## src/rtl/ctrl_decoder_seq.sv

```systemverilog
// Registered instruction decoder for the 9-bit accumulator core: accept handshake,
// multi-put immediate building and a wait-state FSM that stalls fetch during loads.
module ctrl_decoder_seq #(
  parameter int INSTR_W  = 9,
  parameter int OPC_W    = 5,
  parameter int CTR_W    = 12,
  parameter int IMM_W    = 16,
  parameter int MEM_WAIT = 1
) (
  input  logic               clk,
  input  logic               reset,
  input  logic               instr_valid,
  input  logic [INSTR_W-1:0] instruction,
  input  logic [CTR_W-1:0]   instr_ROM_ctr,
  output logic               stall,
  output logic               out_valid,
  output logic               branchFlag,
  output logic               memToRegFlag,
  output logic               memWriteFlag,
  output logic               regWriteFlag,
  output logic               putEn,
  output logic               opEn,
  output logic               immtoRegFlag,
  output logic               illegal,
  output logic [3:0]         ALUOp,
  output logic [IMM_W-1:0]   value,
  output logic [CTR_W-1:0]   control_ctr
);

  localparam int PUT_MAX = IMM_W / 8;
  localparam int PCNT_W  = $clog2(PUT_MAX + 1);
  localparam int WCNT_W  = (MEM_WAIT > 0) ? $clog2(MEM_WAIT + 1) : 1;

  typedef enum logic {S_IDLE, S_MEM_WAIT} state_t;

  typedef struct packed {
    logic       branch;
    logic       mem_to_reg;
    logic       mem_write;
    logic       reg_write;
    logic       imm_to_reg;
    logic       illegal;
    logic [3:0] alu_op;
  } dec_t;

  localparam dec_t DEC_IDLE = '{branch: 1'b0, mem_to_reg: 1'b0, mem_write: 1'b0,
                                reg_write: 1'b0, imm_to_reg: 1'b0, illegal: 1'b0,
                                alu_op: 4'hF};

  function automatic dec_t decode_op(input logic [OPC_W-1:0] opc);
    dec_t d;
    d = DEC_IDLE;
    d.reg_write = 1'b1;
    case (int'(opc))
      0:  d.imm_to_reg = 1'b1;
      1:  d.mem_to_reg = 1'b1;
      2:  begin d.mem_write = 1'b1; d.reg_write = 1'b0; end
      3:  d.alu_op = 4'b0101;
      4:  d.alu_op = 4'b0110;
      5:  d.alu_op = 4'b0001;
      6:  d.alu_op = 4'b0010;
      7:  d.alu_op = 4'b0000;
      8:  begin d.branch = 1'b1; d.reg_write = 1'b0; end
      9:  begin d.alu_op = 4'b1001; d.reg_write = 1'b0; end
      10: begin d.alu_op = 4'b0111; d.reg_write = 1'b0; end
      11: begin d.alu_op = 4'b1000; d.reg_write = 1'b0; end
      12: d.alu_op = 4'b0011;
      13: d.alu_op = 4'b0100;
      14: d.alu_op = 4'b1010;
      15: d.alu_op = 4'b1011;
      16: d.alu_op = 4'b1100;
      default: begin d.reg_write = 1'b0; d.illegal = 1'b1; end
    endcase
    return d;
  endfunction

  state_t              state_q, state_d;
  logic [WCNT_W-1:0]   wcnt_q, wcnt_d;
  logic [IMM_W-1:0]    acc_q, acc_d;
  logic [PCNT_W-1:0]   put_cnt_q, put_cnt_d;
  logic [CTR_W-1:0]    last_ctr_q, last_ctr_d;
  logic                last_vld_q, last_vld_d;
  logic [IMM_W-1:0]    pend_value_q, pend_value_d;
  logic [CTR_W-1:0]    pend_ctr_q, pend_ctr_d;
  logic                out_valid_q, out_valid_d;
  dec_t                dec_q, dec_d;
  logic                put_en_q, put_en_d;
  logic                op_en_q, op_en_d;
  logic [IMM_W-1:0]    value_q, value_d;
  logic [CTR_W-1:0]    ctr_q, ctr_d;

  logic                itype;
  logic [7:0]          put_byte;
  logic [OPC_W-1:0]    opc;
  logic                accept;
  dec_t                dec_in;
  logic [IMM_W-1:0]    acc_shift;
  logic [IMM_W-1:0]    run_value;

  assign itype    = instruction[0];
  assign put_byte = instruction[8:1];
  assign opc      = instruction[OPC_W:1];
  assign dec_in   = decode_op(opc);

  // A single-byte accumulator simply takes the new byte.
  if (IMM_W == 8) begin : g_acc8
    assign acc_shift = put_byte;
  end else begin : g_accn
    assign acc_shift = {acc_q[IMM_W-9:0], put_byte};
  end

  assign run_value = (put_cnt_q != '0) ? acc_q : IMM_W'(put_byte);
  assign accept    = instr_valid && (state_q == S_IDLE) &&
                     (!last_vld_q || (instr_ROM_ctr != last_ctr_q));

  always_comb begin
    state_d      = state_q;
    wcnt_d       = wcnt_q;
    acc_d        = acc_q;
    put_cnt_d    = put_cnt_q;
    last_ctr_d   = last_ctr_q;
    last_vld_d   = last_vld_q;
    pend_value_d = pend_value_q;
    pend_ctr_d   = pend_ctr_q;
    out_valid_d  = 1'b0;
    dec_d        = DEC_IDLE;
    put_en_d     = 1'b0;
    op_en_d      = 1'b0;
    value_d      = value_q;
    ctr_d        = ctr_q;
    case (state_q)
      S_IDLE: begin
        if (accept) begin
          last_ctr_d = instr_ROM_ctr;
          last_vld_d = 1'b1;
          if (itype) begin
            acc_d = acc_shift;
            if (put_cnt_q != PCNT_W'(PUT_MAX)) put_cnt_d = put_cnt_q + PCNT_W'(1);
            out_valid_d = 1'b1;
            put_en_d    = 1'b1;
            value_d     = acc_shift;
            ctr_d       = instr_ROM_ctr;
          end else begin
            acc_d     = '0;
            put_cnt_d = '0;
            // Loads park their result until the memory wait has elapsed.
            if ((MEM_WAIT > 0) && dec_in.mem_to_reg) begin
              state_d      = S_MEM_WAIT;
              wcnt_d       = WCNT_W'(MEM_WAIT);
              pend_value_d = run_value;
              pend_ctr_d   = instr_ROM_ctr;
            end else begin
              out_valid_d = 1'b1;
              op_en_d     = 1'b1;
              dec_d       = dec_in;
              value_d     = run_value;
              ctr_d       = instr_ROM_ctr;
            end
          end
        end
      end
      S_MEM_WAIT: begin
        if (wcnt_q == WCNT_W'(1)) begin
          state_d     = S_IDLE;
          out_valid_d = 1'b1;
          op_en_d     = 1'b1;
          dec_d       = decode_op(OPC_W'(1));
          value_d     = pend_value_q;
          ctr_d       = pend_ctr_q;
        end else begin
          wcnt_d = wcnt_q - WCNT_W'(1);
        end
      end
      default: state_d = S_IDLE;
    endcase
  end

  always_ff @(posedge clk) begin
    if (reset) state_q <= S_IDLE;
    else       state_q <= state_d;
  end

  always_ff @(posedge clk) begin
    if (reset) begin
      wcnt_q       <= '0;
      acc_q        <= '0;
      put_cnt_q    <= '0;
      last_ctr_q   <= '0;
      last_vld_q   <= 1'b0;
      pend_value_q <= '0;
      pend_ctr_q   <= '0;
      out_valid_q  <= 1'b0;
      dec_q        <= DEC_IDLE;
      put_en_q     <= 1'b0;
      op_en_q      <= 1'b0;
      value_q      <= '0;
      ctr_q        <= '1;
    end else begin
      wcnt_q       <= wcnt_d;
      acc_q        <= acc_d;
      put_cnt_q    <= put_cnt_d;
      last_ctr_q   <= last_ctr_d;
      last_vld_q   <= last_vld_d;
      pend_value_q <= pend_value_d;
      pend_ctr_q   <= pend_ctr_d;
      out_valid_q  <= out_valid_d;
      dec_q        <= dec_d;
      put_en_q     <= put_en_d;
      op_en_q      <= op_en_d;
      value_q      <= value_d;
      ctr_q        <= ctr_d;
    end
  end

  assign stall        = (state_q == S_MEM_WAIT);
  assign out_valid    = out_valid_q;
  assign branchFlag   = dec_q.branch;
  assign memToRegFlag = dec_q.mem_to_reg;
  assign memWriteFlag = dec_q.mem_write;
  assign regWriteFlag = dec_q.reg_write;
  assign immtoRegFlag = dec_q.imm_to_reg;
  assign illegal      = dec_q.illegal;
  assign ALUOp        = dec_q.alu_op;
  assign putEn        = put_en_q;
  assign opEn         = op_en_q;
  assign value        = value_q;
  assign control_ctr  = ctr_q;

endmodule

```

## config.mk

```make
export PLATFORM = sky130hd
export DESIGN_NAME = ctrl_decoder_seq
export DESIGN_NICKNAME = d
export VERILOG_FILES = /design/src/rtl/ctrl_decoder_seq.sv
export SDC_FILE = /design/constraint.sdc
export NUM_CORES = 1
export LEC_CHECK = 0
export ABC_AREA = 1
export CAP_MARGIN = 20
export CORE_ASPECT_RATIO = 0.5
export CORE_MARGIN = 4
export CORE_UTILIZATION = 55
export DETAILED_ROUTE_END_ITERATION = 16
export GPL_ROUTABILITY_DRIVEN = 0
export PLACE_DENSITY = 0.8
export REMOVE_ABC_BUFFERS = 1
export SLEW_MARGIN = 20
export SYNTH_ARGS = -nofsm -noshare
export SYNTH_HDL_FRONTEND = slang
export SYNTH_SLANG_ARGS = --single-unit
```

## constraint.sdc

```tcl
create_clock -name clk -period 2.1 [get_ports clk]
set_input_delay 0.315 -clock clk [delete_from_list [all_inputs] [get_ports clk]]
set_output_delay 0.315 -clock clk [all_outputs]
set_load 0.03 [all_outputs]
```

==> qor.csv, run 1 <==
metric,value,unit
DR WL/cell,13.91,µm
cell area after layout,6103,µm²
router iterations before antenna repair,5,
most frequent cells after synthesis,"nand2_1, dfxtp_1, a21oi_1",
worst skew pair latency,350,ps
top-count cell post-synth,nand2_1,
post-synthesis mux area share,0,%
ys flop type,dfxtp_1,
Post-Synth XOR/XNOR Area,0,%
I/O Buffers,65,
Layout fillers,676,
CP endpoint,pend_ctr_q[0],
worst path required time,2370,ps
largest stage delay on the critical path,510,ps
fin crit period,1861,ps
Slew HR,63.26,%
"critical path, cell by cell",clkdlybuf4s50_1 -> inv_2 -> nand2_1 -> nand2_1 -> nor2_1 -> nand2_1 -> nor2_1 -> nand2_2 -> nand3_1 -> buf_4 -> nand2_1 -> a21oi_1,
Die Wd,141,µm
crit-path max FO,12,
Yosys warning total,0,
"Seq/Total Area, Yosys",41.98,%
flop2flop setup slack,380,ps
maximum VDD drop,0.4259,mV
Buf/Inv on CP,3,
largest net degree at the start of global routing,29,
CP Depth,12,
synthesized area,4865,µm²
clock skew,3.673,ps
DRC errors left,0,
synth top area cells,"dfxtp_1, nand2_1, a21oi_1, inv_1, nand3_1",
Mapped Cells,722,
grt ovf,0,
simple-gate area share of the yosys netlist,30.68,%
full die area,10500,µm²
Pwr Density,730.7,nW/µm²
Fin Hold WS,454.5,ps
"Slowest-stage cell, CP",clkdlybuf4s50_1,
asr flop ratio synth,0,%
drt first-iter violations,357,
Startpoint Class,primary input,
GRT Util Overall,25.18,%
Peak Freq,0.5375,GHz
layout net count,815,
post-detail-place hpwl,8244,µm
n_diodes,0,
reg2reg start,last_ctr_q[5],
setup violators final,0,
Post-synth EDFFs,0,
antenna-violating nets left,0,
total clock sinks,102,
crit-path leading delay family,simple AND/OR/NAND/NOR gates,
Compound-Gate Fraction of Synth Area,15.17,%
CTS tree,done,
dominant cell type by area after synthesis,dfxtp_1,
total core area,8288,µm²
period utilization,88.60,%
Design Power,4460,µW
initial antenna violation count,0,
area fraction of the dominant cell type after synthesis,41.98,%
Clock transition at path regs,70,ps
Post-CTS Setup Inserts,0,
R2R depth,11,
kind of critical path,in2reg,
status,finished clean,
"Arr. time, crit path",2130,ps
FP Rows,23,
final hold violation count,0,
largest family of logic cells by synthesized area,simple AND/OR/NAND/NOR gates,
H-tree depth,3,
CP endpoint kind,flop,
Vias/cell,5.377,
synth unique cells,27,
max-slew violations,0,
CTS Root Cell,clkbuf_16,
Slew @ Worst Pin,550.5,ps
Leakage,0.002647,µW
Vias,4872,
max cap viols,0,
Synth Register Bits,102,
Post-Synth Adder-Cell Area,0.5144,%
vias in the first global route,4653,
layout cells sized above 1,9.194,%
reg2reg end,pend_ctr_q[0],
Initial Util,58.70,%
Hold/Removal Path Class,reg2reg,
syn avg cell area,6.738,µm²
worst setup path startpoint,instr_ROM_ctr[4],
Post-DP Area,5811,µm²
final wirelength,12600,µm
RSZ-0062 raised after global routing,no,
most frequent CP cell,nand2_1,
Area Growth Syn to Fin,25.46,%
Clock Tree Buf Depth,2,
chip height,74.50,µm
CTS Buf Count,9,
first-pass GRT wire length,21420,µm
Ports,66,
-- cell usage in the layout, fill, tap and decap left out, drive strengths merged --
cell type and count:
a21oi 84, a31oi 9, buf 42, bufinv 1
clkbuf 9, clkdlybuf4s50 64, clkinv 7, clkinvlp 2
dfxtp 102, ha 2, inv 81, nand2 183
nand3 55, nand4 35, nor2 63, nor3 3
nor4 1, o211ai 1, o21ai 49, o311ai 1
-- flip-flops by register name (all words and copies together) (netlist names), 2 cells and up --
name          flops
last_ctr_q       12
value            16
pend_value_q     16
pend_ctr_q       12
acc_q            16
put_cnt_q         2
ALUOp             4
control_ctr      12
-- cells by family (layout without fill, tap and decap cells) --
| family | after synthesis | after routing |
|---|---|---|
| AND/OR/NAND/NOR | 340 | 340 |
| AO/OA/AOI/OAI | 144 | 144 |
| buffers and inverters | 134 | 206 |
| adder cells (fa/ha/maj) | 2 | 2 |
| flip-flops | 102 | 102 |
-- worst min-delay path by stage --
| stage | endpoint | cells after the start | start | slack [ps] |
|---|---|---|---|---|
| 2_1_floorplan | out_valid | 1 | reset | 380 |
| 3_3_place_gp | acc_q[13] | 2 | acc_q[13] | 440 |
| 3_5_place_dp | acc_q[8] | 2 | acc_q[8] | 440 |
| 4_1_cts | acc_q[8] | 2 | acc_q[8] | 450 |
| 5_1_grt | acc_q[14] | 2 | acc_q[14] | 470 |
| 6_report | acc_q[11] | 2 | acc_q[11] | 450 |
-- through the flow --
stage	setup slack [ps]	utilization, %	TNS, ps	instances
2_1_floorplan	-672.5	-	-36210	672
3_3_place_gp	-32.12	70.11	-109.0	890
3_5_place_dp	-27.99	70.11	-308.1	890
4_1_cts	114.3	73.61	0	906
5_1_grt	132.9	73.64	0	906
6_report	239.5	73.64	0	906
-- layer usage --
layer  global-route usage, %  vias to the layer above  routed length, µm
li1                        -                     2475                  -
met5                       0                        -                  0
met1                   31.77                     2219               5809
met3                   6.358                       29                769
met4                   8.915                        0                197
met2                   42.90                      149               5821
-- power breakdown --
| group | internal [µW] | switching [µW] | total [µW] |
|---|---|---|---|
| logic | 303 | 447 | 750 |
| clock network | 915 | 729 | 1640 |
| registers | 2020 | 40.6 | 2060 |
-- what timing repair did --
item                                    in CTS  in global routing
endpoints found under the setup margin       0                  7
resized for setup                            0                  1
hold buffers                                 0                  0
-- layout make-up --
cell class / count / area, µm² / area share, %
multi-input combinational: 486 / 2258 / 37.00
sequential: 102 / 2042 / 33.46
timing repair buffer: 106 / 1056 / 17.30
inverter: 84 / 316.6 / 5.187
clock buffer: 9 / 225.2 / 3.690
tap: 112 / 140.1 / 2.296
clock inverter: 7 / 65.06 / 1.066
-- worst reg2reg max path, stage by stage, from the launching register on --
cell	delay (ps)
dfxtp_1	350
inv_1	60
nand2_1	50
nand2_1	50
nor2_1	140
nand2_1	90
nor2_1	130
nand2_2	150
nand3_1	160
buf_4	230
nand2_1	80
a21oi_1	160
(Power assumes the default switching activity.)
==> run 2: changes to the inputs <==
Settings changed: CORE_UTILIZATION 55 to 59, GPL_TIMING_DRIVEN from default to 0, PLACE_DENSITY 0.8 to 0.85.
Clock period 2.1 ns to 2.3 ns, I/O delays scaled along.
==> run 2 against run 1 <==
  * Die area is 6.2% lower
  * Sequential cell count stayed put
  * Non-clock buffer count decreased by 38
  * Power is 6.3% lower
  * First-iteration DRC count up 69%
  * Via count increased by 2.2%
  * Largest power group unchanged
==> qor.csv, run 2 (synthesis gave the netlist of run 1 again) <==
metric,value,unit
status,finished clean,
Vias,4980,
reg2reg start,stall,
final wirelength,13600,µm
"commonest cells after routing, fill and taps aside","nand2_1, dfxtp_1, a21oi_1",
Pwr Density,707.6,nW/µm²
Ports,66,
Design Power,4179,µW
drt first-iter violations,604,
max cap viols,0,
R2R depth,4,
CTS tree,done,
Sequential Area,2046,µm²
"Slowest-stage cell, CP",clkdlybuf4s50_1,
total clock sinks,102,
CP endpoint,stall,
total core area,8000,µm²
Area Growth Syn to Fin,21.40,%
setup violators final,0,
CP endpoint kind,output port,
layout net count,783,
Clock Tree Buf Depth,2,
post-detail-place hpwl,6927,µm
Inst Count DP,851,
maximum VDD drop,0.4011,mV
layout cells sized above 1,6.430,%
H-tree depth,3,
multi-input logic area,2387,µm²
"Arr. time, crit path",1810,ps
worst skew pair latency,350,ps
fin crit period,2155,ps
vias in the first global route,4544,
grt ovf,0,
Post-DP Area,5449,µm²
crit-path max FO,45,
Slew HR,25.23,%
max-slew violations,0,
DR WL/cell,15.56,µm
final core occ,73.82,%
CP Depth,1,
initial antenna violation count,0,
"non-filler cells, final",874,
first-pass GRT wire length,21510,µm
I/O Buffers,65,
Die Wd,136.4,µm
antenna-violating nets left,0,
flop2flop setup slack,170,ps
"leading cell type in the layout, fill and taps excluded",nand2_1,
Clock transition at path regs,70,ps
largest net degree at the start of global routing,50,
Vias/cell,5.698,
GRT Util Overall,27.23,%
FP Rows,23,
largest stage delay on the critical path,770,ps
CTS Root Cell,clkbuf_16,
clock skew,5.509,ps
crit-path leading delay family,buffers and inverters,
kind of critical path,reg2out,
Initial Util,60.81,%
n_diodes,0,
Peak Freq,0.4640,GHz
Hold/Removal Path Class,reg2reg,
Leakage,0.002490,µW
CTS Buf Count,9,
full die area,9850,µm²
Buf/Inv on CP,1,
chip height,72.21,µm
period utilization,93.69,%
reg2reg end,value[7],
router iterations before antenna repair,5,
Layout fillers,649,
cell area after layout,5906,µm²
worst setup path startpoint,stall,
"critical path, cell by cell",clkdlybuf4s50_1,
final hold violation count,0,
TNS Setup,0,ps
Slew @ Worst Pin,1120,ps
DRC errors left,0,
worst path required time,1960,ps
Startpoint Class,flop,
==> run 2: area by class of cell <==
class / count / area share (%)
multi-input cells: 492 / 40.42
clock buffers: 10 / 3.877
well taps: 112 / 2.373
flip-flops and latches: 102 / 34.64
inverters: 84 / 5.466
repair buffers: 68 / 11.76
clock inverters: 6 / 1.462
==> run 2: worst min-delay path by stage <==
stage | startpoint | endpoint | slack [ps] | cells past startpoint
final | acc_q[9] | acc_q[9] | 450 | 2
after CTS | acc_q[9] | acc_q[9] | 450 | 2
after floorplan | reset | out_valid | 410 | 1
after global routing | acc_q[9] | acc_q[9] | 470 | 2
after global placement | acc_q[13] | acc_q[13] | 440 | 2
after detailed placement | acc_q[12] | acc_q[12] | 440 | 2
==> run 2: what timing repair did <==
item / in CTS / in global routing
pin swaps: 4 / 0
hold buffers: 0 / 0
resized for setup: 12 / 8
setup endpoints to repair: 90 / 58
buffers inserted: 1 / 0
cloned: 5 / 1
==> run 2: stage by stage <==
step	hold WS, ps	setup slack [ps]
5_1_grt	468.2	-1.478
3_3_place_gp	435.5	-1940
3_5_place_dp	439.3	-1592
6_report	448.9	145.0
2_1_floorplan	414.1	-472.5
4_1_cts	449.4	-17.82
==> run 2: layer usage <==
metal  track usage [%]  share of wire (%)  vias up
met1             34.42                 44     2312
met4             6.927                1.3        0
li1                  -                  -     2431
met5                 0                  0        -
met2             46.03                 46      216
met3             8.310                8.9       21
==> run 2: worst reg2reg max path, stage by stage (launching register included) <==
cell and delay (ps):
dfxtp_4 510, nor2_4 590, nand3_2 540, a21oi_1 320, nor2_1 70
==> run 2: where the power goes <==
group | total, µW | switching (µW) | internal, µW | leakage [µW]
clock | 1640 | 686 | 952 | 0.000152
combinational | 657 | 423 | 235 | 0.00150
sequential | 1880 | 36.4 | 1850 | 0.000838
total | 4180 | 1140 | 3030 | 0.00249
